File: config.mk
export PLATFORM = sky130hd
export DESIGN_NAME = serial_arbiter
export DESIGN_NICKNAME = d
export VERILOG_FILES = /design/src/rtl/serial_arbiter.sv
export SDC_FILE = /design/constraint.sdc
export NUM_CORES = 1
export LEC_CHECK = 0
export ABC_AREA = 1
export BUFFER_PORTS_ARGS = -buffer_cell sky130_fd_sc_hd__buf_4
export CORE_AREA = 2 2 61 63
export DETAILED_ROUTE_END_ITERATION = 6
export DIE_AREA = 0 0 63 65
export PLACE_DENSITY = 0.8
export SLEW_MARGIN = 5
export SYNTH_ARGS = -nofsm -noshare
export SYNTH_HDL_FRONTEND = slang
export SYNTH_SLANG_ARGS = --single-unit
File: constraint.sdc
create_clock -name clock -period 1.6 [get_ports clock]
set_input_delay 0.16 -clock clock [delete_from_list [all_inputs] [get_ports clock]]
set_output_delay 0.16 -clock clock [all_outputs]
set_load 0.02 [all_outputs]
File: src/rtl/serial_arbiter.sv
`default_nettype none
// ============================================================================
//  Module   : serial_arbiter
//  Purpose  : Two-port arbiter for a shared UART byte channel. It grants
//             ownership per burst and masks the non-owner's handshake.
//  Options  : SERIAL_ARB_STATS_EN adds per-port 16-bit grant counters.
//  Revision : 1.0  initial release
// ============================================================================
module serial_arbiter #(
   parameter int IDLE_RELEASE = 4,
   parameter int MAX_TENURE   = 64,
   parameter int CNT_W        = 8
) (
   input  logic       clock,
   input  logic       reset,
   input  logic       req0_rden,
   input  logic       req0_wren,
   input  logic [7:0] req0_wdata,
   output logic [7:0] req0_rdata,
   output logic       req0_valid,
   output logic       req0_ready,
   input  logic       req1_rden,
   input  logic       req1_wren,
   input  logic [7:0] req1_wdata,
   output logic [7:0] req1_rdata,
   output logic       req1_valid,
   output logic       req1_ready,
   input  logic [7:0] uart_rx_data,
   input  logic       uart_rx_valid,
   output logic       uart_rx_rden,
   input  logic       uart_tx_ready,
   output logic [7:0] uart_tx_data,
   output logic       uart_tx_wren
`ifdef SERIAL_ARB_STATS_EN
   ,
   output logic [15:0] grant_count0,
   output logic [15:0] grant_count1
`endif
);

   typedef enum logic [1:0] {
      IDLE = 2'd0,
      OWN0 = 2'd1,
      OWN1 = 2'd2
   } state_t;

   localparam logic [CNT_W-1:0] c_one         = CNT_W'(1);
   localparam logic [CNT_W-1:0] c_idle_last   = CNT_W'(IDLE_RELEASE - 1);
   localparam logic [CNT_W-1:0] c_tenure_last = CNT_W'(MAX_TENURE - 1);
   localparam logic [CNT_W-1:0] c_tenure_max  = CNT_W'(MAX_TENURE);

   state_t           r_state;
   state_t           w_next_state;
   logic             r_last_owner;
   logic [CNT_W-1:0] r_idle_cnt;
   logic [CNT_W-1:0] r_tenure_cnt;

   logic w_req0;
   logic w_req1;
   logic w_own_strobe;
   logic w_other_req;
   logic w_release;
   logic w_grant0;
   logic w_grant1;

   assign w_req0 = req0_rden | req0_wren;
   assign w_req1 = req1_rden | req1_wren;

   always_comb begin
      w_own_strobe = 1'b0;
      w_other_req  = 1'b0;
      case (r_state)
         OWN0: begin
            w_own_strobe = w_req0;
            w_other_req  = w_req1;
         end
         OWN1: begin
            w_own_strobe = w_req1;
            w_other_req  = w_req0;
         end
         default: begin
            w_own_strobe = 1'b0;
            w_other_req  = 1'b0;
         end
      endcase
   end

   // Quiet owner or a starved challenger ends the burst; the strobe in the
   // release cycle itself is still forwarded by the output decode.
   assign w_release = (r_state != IDLE) &&
                      (((r_idle_cnt == c_idle_last) && !w_own_strobe) ||
                       (w_other_req && (r_tenure_cnt >= c_tenure_last)));

   always_comb begin
      w_next_state = r_state;
      w_grant0     = 1'b0;
      w_grant1     = 1'b0;
      case (r_state)
         IDLE: begin
            if (w_req0 && w_req1) begin
               w_grant0 = r_last_owner;
               w_grant1 = ~r_last_owner;
            end else begin
               w_grant0 = w_req0;
               w_grant1 = w_req1;
            end
         end
         OWN0: begin
            if (w_release) begin
               if (w_req1) begin
                  w_grant1 = 1'b1;
               end else begin
                  w_next_state = IDLE;
               end
            end
         end
         OWN1: begin
            if (w_release) begin
               if (w_req0) begin
                  w_grant0 = 1'b1;
               end else begin
                  w_next_state = IDLE;
               end
            end
         end
         default: w_next_state = IDLE;
      endcase
      if (w_grant0) begin
         w_next_state = OWN0;
      end else if (w_grant1) begin
         w_next_state = OWN1;
      end
   end

   always_ff @(posedge clock or negedge reset) begin
      if (!reset) begin
         r_state      <= IDLE;
         r_last_owner <= 1'b1;
         r_idle_cnt   <= '0;
         r_tenure_cnt <= '0;
      end else begin
         r_state <= w_next_state;
         if (w_grant0 || w_grant1) begin
            r_idle_cnt   <= '0;
            r_tenure_cnt <= '0;
            r_last_owner <= w_grant1;
         end else if (w_next_state == IDLE) begin
            r_idle_cnt   <= '0;
            r_tenure_cnt <= '0;
         end else begin
            r_idle_cnt <= w_own_strobe ? '0 : (r_idle_cnt + c_one);
            if (r_tenure_cnt < c_tenure_max) begin
               r_tenure_cnt <= r_tenure_cnt + c_one;
            end
         end
      end
   end

   // Pass-through decode; IDLE falls through to the all-zero defaults.
   always_comb begin
      req0_rdata   = 8'h00;
      req0_valid   = 1'b0;
      req0_ready   = 1'b0;
      req1_rdata   = 8'h00;
      req1_valid   = 1'b0;
      req1_ready   = 1'b0;
      uart_rx_rden = 1'b0;
      uart_tx_wren = 1'b0;
      uart_tx_data = 8'h00;
      case (r_state)
         OWN0: begin
            req0_rdata   = uart_rx_data;
            req0_valid   = uart_rx_valid;
            req0_ready   = uart_tx_ready;
            uart_rx_rden = req0_rden & uart_rx_valid;
            uart_tx_wren = req0_wren & uart_tx_ready;
            uart_tx_data = req0_wren ? req0_wdata : 8'h00;
         end
         OWN1: begin
            req1_rdata   = uart_rx_data;
            req1_valid   = uart_rx_valid;
            req1_ready   = uart_tx_ready;
            uart_rx_rden = req1_rden & uart_rx_valid;
            uart_tx_wren = req1_wren & uart_tx_ready;
            uart_tx_data = req1_wren ? req1_wdata : 8'h00;
         end
         default: begin
            uart_tx_data = 8'h00;
         end
      endcase
   end

`ifdef SERIAL_ARB_STATS_EN
   logic [15:0] r_grant_count0;
   logic [15:0] r_grant_count1;

   always_ff @(posedge clock or negedge reset) begin
      if (!reset) begin
         r_grant_count0 <= 16'h0000;
         r_grant_count1 <= 16'h0000;
      end else begin
         if (w_grant0) begin
            r_grant_count0 <= r_grant_count0 + 16'h0001;
         end
         if (w_grant1) begin
            r_grant_count1 <= r_grant_count1 + 16'h0001;
         end
      end
   end

   assign grant_count0 = r_grant_count0;
   assign grant_count1 = r_grant_count1;
`endif

endmodule
`default_nettype wire

[Word level (Yosys, flattened, before mapping)]
Cells that the tools add are included.
Word-level totals
  register bits after elaboration: 19
  input port bits: 32
  output and inout port bits: 30
Cells by class
  $add $sub $neg: 2
  magnitude comparators: 2
  equal/unequal tests: 3
  muxes and demuxes: 34
  bitwise gates (word level): 7
  reductions and logical operators: 11
Operators by type and width (number)
  8-bit two-way mux: 10
  8-bit by 1-bit adder with 8-bit output, second input constant: 2
  8-bit one-hot mux with 2 select lines: 1
  2-bit two-way mux: 6
  1-bit one-hot mux with 2 select lines: 6
  1-bit two-way mux: 10
  8-bit by 2-bit equality test with 1-bit output, second input constant: 1
  8-bit by 6-bit >= comparator with 1-bit output, second input constant: 1
  8-bit by 7-bit < comparator with 1-bit output, second input constant: 1
  2-bit one-hot mux with 3 select lines: 1
  1-bit AND: 4
  1-bit logical AND: 4
  2-bit zero test: 2
  3-bit nonzero test: 1
  2-bit by 1-bit equality test with 1-bit output, second input constant: 1
  2-bit equality test, second input constant: 1
  1-bit logical OR: 2
  1-bit OR: 2
  2-bit nonzero test: 1
  1-bit zero test: 1
  1-bit inverter: 1

[Longest topological paths before layout]
Gate-level depths: netlist of the first run.
  depth after elaboration: 13
  depth in mapped cells: 13

[Worst setup path after synthesis of the first run]
OpenSTA, ideal clock, no wires.
  kind: register to register
  from: reg r_state[0]
  to: reg r_idle_cnt[0]
  arrival time: 1.512 ns
  required time: 1.527 ns
  setup slack: 0.015 ns
  stages on the path, launching flop included: 13
  cells stage by stage: dfrtp_1 > inv_1 > ha_1 > nand2_1 > nand2_1 > nand2_2 > nand2_2 > nand2_2 > nand3b_2 > nand2_2 > nor2_4 > nand3_2 > nor2_1
Between the ends
  word-level cells in the longest chain between the ends: 13
Ends and longest elaborated chain
  from (decl): RTL line 52  | state_t r_state;
  from (signal assigned): RTL line 142  | r_state <= w_next_state;
  2-bit equality test or 2-bit by 1-bit equality test with 1-bit output (tied branches): RTL line 72, 98
  1-bit one-hot mux with 2 select lines: RTL line 72  | case (r_state)
  1-bit zero test: RTL line 91  | (((r_idle_cnt == c_idle_last) && !w_own_strobe) ||
  1-bit logical AND: RTL line 91
  1-bit logical OR: RTL line 91
  1-bit logical AND: RTL line 90  | assign w_release = (r_state != IDLE) &&
  2-bit two-way mux (tied with other cells): RTL line 118  | if (w_release) begin
  2-bit one-hot mux with 3 select lines or 1-bit one-hot mux with 2 select lines (tied branches): RTL line 98  | case (r_state)
  2-bit two-way mux: RTL line 130  | end else if (w_grant1) begin
  2-bit two-way mux: RTL line 128  | if (w_grant0) begin
  2-bit zero test: RTL line 147  | end else if (w_next_state == IDLE) begin
  8-bit two-way mux: RTL line 147
  8-bit two-way mux (*): RTL line 143  | if (w_grant0 || w_grant1) begin
  to (signal assigned): RTL line 151  | r_idle_cnt <= w_own_strobe ? '0 : (r_idle_cnt + c_one);
  to (decl): RTL line 55  | logic [CNT_W-1:0] r_idle_cnt;
Every way passes the cells marked *; elsewhere a longest branch is shown, timed or not.
A chain may end at the register's enable or synchronous reset.

[Worst setup path in the final report of the first run]
  from: reg r_state[1]
  to: out uart_tx_data[0]
Between the ends
  word-level cells in the longest chain between the ends: 2
Ends and longest elaborated chain
  2-bit equality test or 2-bit by 1-bit equality test with 1-bit output (tied branches): RTL line 170  | case (r_state)
  8-bit one-hot mux with 2 select lines (*): RTL line 170
  to (decl): RTL line 32  | output logic [7:0] uart_tx_data,
Marks and branches as above.

==> results of run 1 <==
layout by cell type, fill, tap and decap left out, drive strengths merged:
cell type	instances
ha	7
o31ai	1
xor2	6
nand4	3
buf	95
clkbuf	3
dfrtp	18
dfstp	1
nand2	71
clkinv	1
inv	43
mux2i	1
and3	1
or2	3
dlygate4sd3	1
o21ai	2
xnor2	2
nor2	27
o211ai	2
nand3	7
a21oi	13
nand3b	2
cells by family (layout without fill, tap and decap cells):
| kind of cell | after synthesis | after routing | share of synthesized area, % |
|---|---|---|---|
| AND/OR/NAND/NOR | 114 | 114 | 36.0 |
| flip-flops | 19 | 19 | 33.5 |
| adder cells (fa/ha/maj) | 7 | 7 | 6.15 |
| buffers and inverters | 45 | 143 | 11.9 |
| multiplexers | 1 | 1 | 0.703 |
| XOR/XNOR | 8 | 8 | 4.92 |
| AO/OA/AOI/OAI | 18 | 18 | 6.85 |
final cells by class:
cell class	instances	share of cell area (%)
inverters	43	7.09
repair buffers	96	30.8
clock inverters	1	0.193
clock buffers	3	0.869
flip-flops and latches	19	18.4
well taps	48	2.32
multi-input cells	148	40.3
report_power, final:
part           switching [mW]  total (mW)  internal, mW
clock network           0.147       0.241        0.0934
registers              0.0557       0.622         0.566
logic                    1.60        3.00          1.39
total                    1.81        3.86          2.05
routing by layer:
| metal | share of wire [%] | track usage, % |
|---|---|---|
| met1 | 40 | 24.2 |
| met2 | 51 | 38.2 |
| met3 | 5.7 | 3.82 |
| met4 | 2.8 | 7.78 |
| met5 | 0 | 0 |
stage by stage:
step	total power, mW	setup TNS, ns	hold WS (ns)	utilization [%]
2_1_floorplan	1.73	0	-0.136	-
3_3_place_gp	2.57	-1.16	0.0385	60.1
3_5_place_dp	2.60	-2.92	0.0430	60.1
4_1_cts	3.56	-3.58	0.243	69.5
5_1_grt	4.11	-8.32	0.263	74.2
6_report	3.86	-4.15	0.253	74.2
registers in the layout, indices dropped and copies added, names as in the netlist:
name / cells
r_idle_cnt: 8
r_tenure_cnt: 8
r_last_owner: 1
r_state: 2
timing repair:
item | CTS | global route
gates cloned | 1 | 0
gates resized for setup | 67 | 36
endpoints found under the setup margin | 49 | 49
hold buffers | 1 | 0
pin swaps | 21 | 14
endpoints found under the hold margin | 19 | 0
buffers inserted | 8 | 3
path summary, 6_finish.rpt:
| path | startpoint | to |
|---|---|---|
| worst max-delay path | r_state[1] | uart_tx_data[0] |
| worst min-delay path | reset | r_tenure_cnt[2] |
| worst max register to register | r_state[1] | r_idle_cnt[2] |
| worst min register to register | r_last_owner | r_last_owner |
| max in group asynchronous | reset | r_last_owner |
| min in group clock | r_last_owner | r_last_owner |
==> summary.txt, run 1 <==
Yosys
  • Synth warn: 0
  • Synth async-reset ratio: 100%
  • Distinct cells, synth: 25
  • Count leader, synth: nand2_1
  • Post-synth top cells: nand2_1 (62), inv_1 (42), nor2_1 (25)
  • Synth Instances: 212
  • Post-synth EDFFs: 0
  • Synth area leader: dfrtp_1
  • Syn nets: 251
  • Mapped Area: 1420 um^2
  • Post-Syn Area per Cell: 6.72 um^2
  • #FFs+latches synth: 19
  • Register area share after synthesis: 33.5%
  • Synth top area share: 31.6%
  • Synth Flop Type: dfrtp_1
  • Area contributors post-synth: dfrtp_1 (32%), nand2_1 (16%), inv_1 (11%)

GRT
  • Global-route wire length before repair: 6800 um
  • Largest net degree at the start of global routing: 20
  • Total GRT Usage: 20.9%
  • Vias in the first global route: 1,540
  • Initial antenna violation count: 0
  • Gr ovfl total: 0

Routing
  • Final WL: 4510 um
  • ANT nets after route: 0
  • Drt pass-1 iters: 4
  • Drt drc: 0
  • Vias/cell: 4.64
  • Routed len/inst: 12.6 um
  • Via count: 1,662
  • DR iter-0 viols: 36

Floorplanning
  • Initial core utilization: 40.7%
  • Die height: 65 um
  • Total die area: 4100 um^2
  • Chip width: 63 um
  • Ports: 62
  • Core area: 3500 um^2
  • Site Rows: 22

Final layout
  • Register Area: 477 um^2
  • Antenna Diode Count: 0
  • Post-route insts no fill: 358
  • Fin area: 2590 um^2
  • Share of cells above drive strength 1: 53.5%
  • Area delta synth->final: 82.1%
  • Nets: 350
  • Multi-input logic area: 1050 um^2
  • Fill cell count: 233

STA
  • Worst rel slew slack: 78.8%
  • Max Clock Skew: 0.00357 ns
  • Max Freq: 564 MHz
  • PnR worst setup slack: -0.172 ns
  • Final hold vios: 0
  • Post-layout min period: 1.77 ns
  • Fin crit share: 111%
  • Final Setup Violations: 47
  • RSZ-0062 raised after global routing: true
  • Actual slew at the worst max-slew pin: 0.317 ns
  • Max-slew violation count: 0

Worst setup path
  • Crit path launch type: flop
  • Critical Path RT: 1.44 ns
  • Crit path buffers/inverters: 4
  • Critical path cell sequence: buf_6 -> ha_4 -> nand2_4 -> inv_8 -> buf_6 -> nand2_2 -> a21oi_2 -> buf_4
  • Worst setup EP type: output pin
  • WS Path Type: reg -> out
  • Worst-path fanout max: 6
  • Most numerous cell on the critical path: buf_6
  • Worst r2r path cells: 11
  • Critical path's largest stage delay: 0.41 ns
  • Delay-heaviest family, CP: buffers and inverters
  • Slowest-stage cell, CP: dfrtp_1
  • Cell count along the critical path: 8
  • Worst Path Arrival: 1.61 ns
  • Reg2reg setup slack: -0.15 ns

Placement
  • Post-Place Cells: 341
  • GPL Wtd Cong: 0.807
  • Placed cell areas: 2100 um^2
  • Post-detail-place hpwl: 2900 um
  • Port Buffers: 61
  • Worst slack, placed: -0.196 ns

Clock tree
  • CTS clk-pin slew, worst paths: 0.10 ns
  • CTS buffer count: 3
  • CTS tree: yes
  • Clk Latency, worst-skew pair: 0.30 ns
  • Root buffer cell: clkbuf_4
  • CTS sink cnt: 19
  • H-tree depth: 1
  • Longest Clk Path Bufs: 2

Worst hold path
  • Min-delay worst type: in -> async

Run
  • Max-cap violations: 0

Status
  • Run status: complete, but fails checks
  • Failing checks: setup timing

Pwr
  • P_leak: 1.45 nW
  • Worst vdd ir: 846 uV
  • PD cells: 1490 nW/um^2
No activity file was read; power rests on OpenSTA's default activity.
==> run 2, diff against run 1 <==
--- a/config.mk
+++ b/config.mk
@@ -11,6 +11,7 @@
 export DETAILED_ROUTE_END_ITERATION = 6
 export DIE_AREA = 0 0 63 65
 export PLACE_DENSITY = 0.8
+export RECOVER_POWER = 50
 export SLEW_MARGIN = 5
 export SYNTH_ARGS = -nofsm -noshare
 export SYNTH_HDL_FRONTEND = slang
==> run 2 against run 1 <==
- the run still ends with setup timing left
- highest routed layer unchanged
- die area unchanged
- combinational power barely moved
- sequential cell count unchanged
- maximum frequency about the same
- non-clock buffer count did not move
- first-iteration DRC count unchanged
- design area shrank 0.15%
- hold slack improved by 0.23 ns
- total power is essentially flat
- setup slack hardly changed
- sequential share of layout area barely moved
==> summary.txt, run 2 (synthesized netlist as in run 1, its figures left out) <==
Pwr
  • Seq pwr share: 16.1% (about the same)
  • Combinational Power Share: 77.6% (about the same)
  • Switching Share: 46.8% (about the same)
  • Sw Pwr: 1.80 mW (about the same)
  • Worst vdd ir: 846 uV (unchanged)
  • Int Pwr: 2.05 mW (about the same)
  • PD cells: 1490 nW/um^2 (about the same)
  • Power Total: 3.86 mW (about the same)
  • P_leak: 1.45 nW (-0.25%)
  • Clock Power Share: 6.2% (about the same)

Worst setup path
  • Worst setup EP type: output pin
  • WS Path Type: reg -> out
  • Worst-path fanout max: 6 (unchanged)
  • Crit path launch type: flop
  • Crit path from: r_state[1]
  • Worst r2r path cells: 11 (unchanged)
  • Reg2reg setup slack: -0.15 ns (about the same)
  • Worst r2r src: r_state[1]
  • Worst Path Arrival: 1.61 ns (about the same)
  • Worst R2R End: r_idle_cnt[2]
  • Critical Path RT: 1.44 ns (about the same)
  • CP endpoint: uart_tx_data[0]

STA
  • RSZ-0062 raised after global routing: true
  • Max-slew violation count: 0 (unchanged)
  • Final hold vios: 0 (unchanged)
  • Worst hold slack: 0.482 ns (+0.229 ns)
  • Worst rel slew slack: 34.8% (-44 points)
  • Actual slew at the worst max-slew pin: 0.978 ns (+0.660 ns)
  • Final Setup Violations: 47 (unchanged)
  • PnR worst setup slack: -0.173 ns (-0.000392 ns)
  • Post-layout min period: 1.77 ns (+0.000392 ns)
  • Fin crit share: 111% (about the same)
  • Final TNS setup: -4.16 ns (-0.0116 ns)
  • Max Freq: 564 MHz (about the same)
  • Max Clock Skew: 0.00344 ns (-0.000127 ns)

GRT
  • Largest net degree at the start of global routing: 20 (unchanged)
  • Total GRT Usage: 20.9% (unchanged)
  • Initial antenna violation count: 0 (unchanged)
  • Gr ovfl total: 0 (unchanged)
  • Global-route wire length before repair: 6800 um (unchanged)
  • Vias in the first global route: 1,540 (unchanged)

Routing
  • Routed len/inst: 12.6 um (about the same)
  • Drt pass-1 iters: 4 (unchanged)
  • Final WL: 4510 um (about the same)
  • DR iter-0 viols: 36 (unchanged)
  • Drt drc: 0 (unchanged)
  • Vias/cell: 4.64 (about the same)
  • Via count: 1,661 (-0.060%)
  • ANT nets after route: 0 (unchanged)

Clock tree
  • CTS clk-pin slew, worst paths: 0.10 ns (about the same)
  • CTS sink cnt: 19 (unchanged)
  • CTS tree: yes
  • CTS buffer count: 3 (unchanged)
  • Root buffer cell: clkbuf_4
  • Longest Clk Path Bufs: 2 (unchanged)
  • Clk Latency, worst-skew pair: 0.30 ns (about the same)
  • H-tree depth: 1 (unchanged)

Placement
  • Post-Place Cells: 341 (unchanged)
  • Port Buffers: 61 (unchanged)
  • Post-detail-place hpwl: 2900 um (unchanged)
  • GPL Wtd Cong: 0.807 (unchanged)

Final layout
  • Area delta synth->final: 81.8%
  • Multi-input logic area: 1050 um^2 (unchanged)
  • Share of cells above drive strength 1: 53.2% (-0.32 points)
  • Fill cell count: 235 (+0.86%)
  • Post-route insts no fill: 358 (unchanged)
  • Post-layout utilization of the core: 74.1% (-0.11 points)
  • Largest regs: r_idle_cnt (8), r_tenure_cnt (8), r_state (2)
  • Register Area: 477 um^2 (unchanged)
  • Antenna Diode Count: 0 (unchanged)
  • Commonest non-fill, non-tap cell in the layout: buf_4
  • Nets: 350 (unchanged)
  • Commonest cells after routing, fill and taps aside: buf_4 (74), nand2_1 (44), inv_1 (34), buf_6 (20), dfrtp_1 (18)

Floorplanning
  • Chip width: 63 um (unchanged)
  • Site Rows: 22 (unchanged)
  • Ports: 62 (unchanged)
  • Core area: 3500 um^2 (unchanged)
  • Initial core utilization: 40.7% (unchanged)
  • Total die area: 4100 um^2 (unchanged)
  • Die height: 65 um (unchanged)

Status
  • Run status: complete, but fails checks
  • Failing checks: setup timing

Worst hold path
  • Hold Path Cell Cnt: 2
  • Min-delay worst type: reg -> reg

Run
  • Max-cap violations: 0 (unchanged)
run 2: cell types whose count changed in the layout (fill, tap and decap cells not counted):
cell	previous run	this run
buf_4	75	74
clkbuf_1	0	1
run 2: area by class of cell:
type,instances,share of cell area [%]
Clock buffer,3,0.870
Multi-Input combinational cell,148,40.4
Tap cell,48,2.32
Sequential cell,19,18.4
Timing Repair Buffer,96,30.7
Clock inverter,1,0.193
Inverter,43,7.10
run 2: worst max-delay path, cell delays in order, from the launching register on:
cell and delay [ns]:
dfrtp_1 0.41, buf_6 0.13, ha_4 0.17, nand2_4 0.08, inv_8 0.09, buf_6 0.12, nand2_2 0.05, a21oi_2 0.12
buf_4 0.14
run 2: worst min path at each step:
stage          slack, ns         endpoint     startpoint
3_5_place_dp        0.04  r_tenure_cnt[2]          reset
5_1_grt             0.51    r_idle_cnt[0]  r_idle_cnt[0]
3_3_place_gp        0.04  r_tenure_cnt[4]          reset
2_1_floorplan      -0.14    r_idle_cnt[0]          reset
4_1_cts             0.24  r_tenure_cnt[1]          reset
6_report            0.48     r_last_owner   r_last_owner
run 2: routing by layer:
layer / track usage [%] / up-vias / share of wire (%)
li1: - / 834 / -
met1: 24.2 / 751 / 40
met2: 38.2 / 65 / 51
met3: 3.82 / 11 / 5.7
met4: 7.78 / 0 / 2.8
met5: 0 / - / 0
run 2: repair_timing:
item	4_1_cts	5_1_grt
cloned	1	0
pin swaps	21	14
hold buffers	1	0
hold endpoints to repair	19	0
resized for setup	67	36
setup endpoints to repair	49	49
setup buffers	8	3
run 2: metrics by stage:
stage / area (um^2) / setup WS [ns]
floorplan: 1420 / 0.0151
global placement: 2100 / -0.0766
detailed placement: 2100 / -0.196
CTS: 2430 / -0.145
global route: 2590 / -0.261
finish: 2590 / -0.173
run 2: power groups by stage:
stage / Clock [mW] / Combinational, mW / Sequential [mW]
after detailed placement: 0 / 1.97 / 0.631
after CTS: 0.253 / 2.69 / 0.616
after global placement: 0 / 1.94 / 0.626
after global routing: 0.269 / 3.21 / 0.631
after floorplan: 0 / 1.11 / 0.623
final: 0.241 / 2.99 / 0.622
==> run 3, diff against run 2 <==
--- a/config.mk
+++ b/config.mk
@@ -10,7 +10,7 @@
 export CORE_AREA = 2 2 61 63
 export DETAILED_ROUTE_END_ITERATION = 6
 export DIE_AREA = 0 0 63 65
-export PLACE_DENSITY = 0.8
+export PLACE_DENSITY = 0.74
 export RECOVER_POWER = 50
 export SLEW_MARGIN = 5
 export SYNTH_ARGS = -nofsm -noshare
==> run 3 against run 2 <==
- the run still ends with setup timing left
- sequential share of layout area is 1.5 points higher
- clock power is 7% lower
- critical endpoint is now uart_tx_data[6]
- hold slack lost 0.039 ns
- via count decreased by 3.9%
- global-route usage shrank 2.7 points
==> summary.txt, run 3 (synthesized netlist as in run 1, its figures left out) <==
Status
  • Run status: complete, but fails checks
  • Failing checks: setup timing

Worst setup path
  • Critical path's largest stage delay: 0.44 ns (+0.03 ns)
  • Crit path buffers/inverters: 4 (unchanged)
  • Worst r2r path cells: 13 (+2)
  • Cell count along the critical path: 6 (-2)
  • Critical path cell sequence: inv_2 -> ha_4 -> buf_4 -> inv_1 -> a21oi_1 -> buf_4
  • Delay-heaviest family, CP: buffers and inverters
  • Crit path from: r_state[1]
  • Most numerous cell on the critical path: buf_4
  • Slowest-stage cell, CP: dfrtp_1
  • Worst-path fanout max: 8 (+2)
  • Crit path launch type: flop
  • WS Path Type: reg -> out
  • Critical Path RT: 1.44 ns (about the same)
  • Worst Path Arrival: 1.67 ns (+0.06 ns)
  • Worst r2r src: r_state[0]
  • Worst setup EP type: output pin

Pwr
  • PD cells: 1410 nW/um^2 (-5.1%)
  • Int Pwr: 1.84 mW (-10%)
  • P_leak: 1.33 nW (-8.0%)
  • Combinational Power Share: 75.0% (-2.6 points)
  • Switching Share: 45.5% (-1.3 points)
  • Worst vdd ir: 710 uV (-16%)
  • Sw Pwr: 1.54 mW (-15%)
  • Clock Power Share: 6.6% (+0.4 points)
  • Seq pwr share: 18.4% (+2.3 points)

Final layout
  • Nets: 344 (-1.7%)
  • Fin area: 2390 um^2 (-7.7%)
  • Share of cells above drive strength 1: 47.7% (-5.5 points)
  • Post-layout utilization of the core: 68.4% (-5.7 points)
  • Area delta synth->final: 67.8%
  • Largest regs: r_idle_cnt (8), r_tenure_cnt (8), r_state (2)
  • Commonest non-fill, non-tap cell in the layout: buf_4
  • Antenna Diode Count: 0 (unchanged)
  • Commonest cells after routing, fill and taps aside: buf_4 (69), nand2_1 (54), inv_1 (33), buf_6 (19), dfrtp_1 (18)

STA
  • Max-slew violation count: 0 (unchanged)
  • Max Freq: 546 MHz (-3.2%)
  • Actual slew at the worst max-slew pin: 0.961 ns (-0.0162 ns)
  • Final TNS setup: -5.00 ns (-0.837 ns)
  • RSZ-0062 raised after global routing: true
  • Worst rel slew slack: 35.9% (+1.1 points)
  • Fin crit share: 114% (+3.7 points)
  • Max Clock Skew: 0.00176 ns (-0.00168 ns)
  • Worst hold slack: 0.444 ns (-0.0388 ns)
  • Post-layout min period: 1.83 ns (+0.0590 ns)
  • Final hold vios: 0 (unchanged)
  • Final Setup Violations: 42 (-11%)
  • PnR worst setup slack: -0.232 ns (-0.0590 ns)

Floorplanning
  • Ports: 62 (unchanged)
  • Chip width: 63 um (unchanged)
  • Total die area: 4100 um^2 (unchanged)
  • Core area: 3500 um^2 (unchanged)
  • Initial core utilization: 40.7% (unchanged)
  • Site Rows: 22 (unchanged)
  • Die height: 65 um (unchanged)

Run
  • Max-cap violations: 0 (unchanged)

Clock tree
  • Clk Latency, worst-skew pair: 0.28 ns (-0.02 ns)
  • Longest Clk Path Bufs: 2 (unchanged)
  • CTS clk-pin slew, worst paths: 0.09 ns (about the same)
  • H-tree depth: 1 (unchanged)
  • CTS buffer count: 3 (unchanged)
  • Root buffer cell: clkbuf_4
  • CTS tree: yes
  • CTS sink cnt: 19 (unchanged)

Placement
  • Placed cell areas: 2060 um^2 (-1.8%)
  • Post-detail-place hpwl: 2760 um (-4.7%)
  • Worst slack, placed: -0.136 ns (+0.0598 ns)
  • GPL Wtd Cong: 0.777 (-3.8%)
  • Port Buffers: 61 (unchanged)

Worst hold path
  • Hold_sp: req0_wren
  • Hold Path Cell Cnt: 8 (+6)
  • Min-delay worst type: in -> reg

Routing
  • ANT nets after route: 0 (unchanged)
  • Drt pass-1 iters: 5 (+1)
  • DR iter-0 viols: 48 (+33%)
  • Via count: 1,596 (-3.9%)
  • Drt drc: 0 (unchanged)
  • Routed len/inst: 10.7 um (-15%)
  • Final WL: 3770 um (-16%)
  • Vias/cell: 4.53 (-2.3%)

GRT
  • Initial antenna violation count: 0 (unchanged)
  • Gr ovfl total: 0 (unchanged)
  • Largest net degree at the start of global routing: 20 (unchanged)
  • Vias in the first global route: 1,454 (-5.6%)
  • Total GRT Usage: 18.1% (-2.7 points)
  • Global-route wire length before repair: 6040 um (-11%)
## run 3: changes by cell type in the layout (fill, tap and decap cells not counted), sizes merged
cell    previous run  this run
buf               94        88
clkbuf             4         5
clkinv             1         0
## run 3: stage by stage
| step | instances | total power, mW |
|---|---|---|
| after floorplan | 212 | 1.73 |
| after CTS | 345 | 3.06 |
| final | 352 | 3.38 |
| after global placement | 336 | 2.50 |
| after detailed placement | 336 | 2.53 |
| after global routing | 352 | 3.64 |
## run 3: layout make-up
cell class              count  area (um^2)
fillers                   276         1110
repair buffers             90          746
multi-input cells         148          917
well taps                  48         60.1
flip-flops and latches     19          477
inverters                  43          164
clock buffers               4         26.3
## run 3: worst paths after layout
check	to	slack, ns
min in group asynchronous	r_idle_cnt[7]	0.53
max in group asynchronous	r_state[1]	0.49
setup reg to reg	r_idle_cnt[0]	-0.18
hold / removal	r_last_owner	0.44
setup / recovery	uart_tx_data[6]	-0.23
hold reg to reg	r_idle_cnt[0]	0.48
## run 3: what timing repair did
action / in CTS / in global routing
cloned: 1 / 0
pin swaps: 1 / 5
setup buffers: 3 / 7
gates resized for setup: 20 / 44
setup endpoints to repair: 47 / 49
endpoints found under the hold margin: 19 / 0
hold buffers: 1 / 0
## run 3: worst register-to-register path, stage by stage (launching register included)
cell and delay, ns:
dfrtp_1 0.40, inv_2 0.11, ha_4 0.17, buf_6 0.11, nand2_2 0.05, nand2_2 0.07, nand2_2 0.05, nand2_2 0.07
nand2_2 0.06, nand4_1 0.09, nand2_2 0.09, nor2_4 0.17, nand3_4 0.15, nor2_2 0.13
## run 3: layer usage
layer / routed length (um) / global-route usage (%)
met4: 24 / 5.56
met2: 1860 / 32.4
met5: 0 / 0
met3: 240 / 3.13
met1: 1640 / 22.2
## run 3: power by group through the flow
stage          Sequential, mW  Clock (mW)  Combinational, mW
6_report                0.622       0.224               2.53
5_1_grt                 0.629       0.257               2.75
4_1_cts                 0.616       0.239               2.20
3_5_place_dp            0.626           0               1.90
3_3_place_gp            0.623           0               1.87
2_1_floorplan           0.623           0               1.11
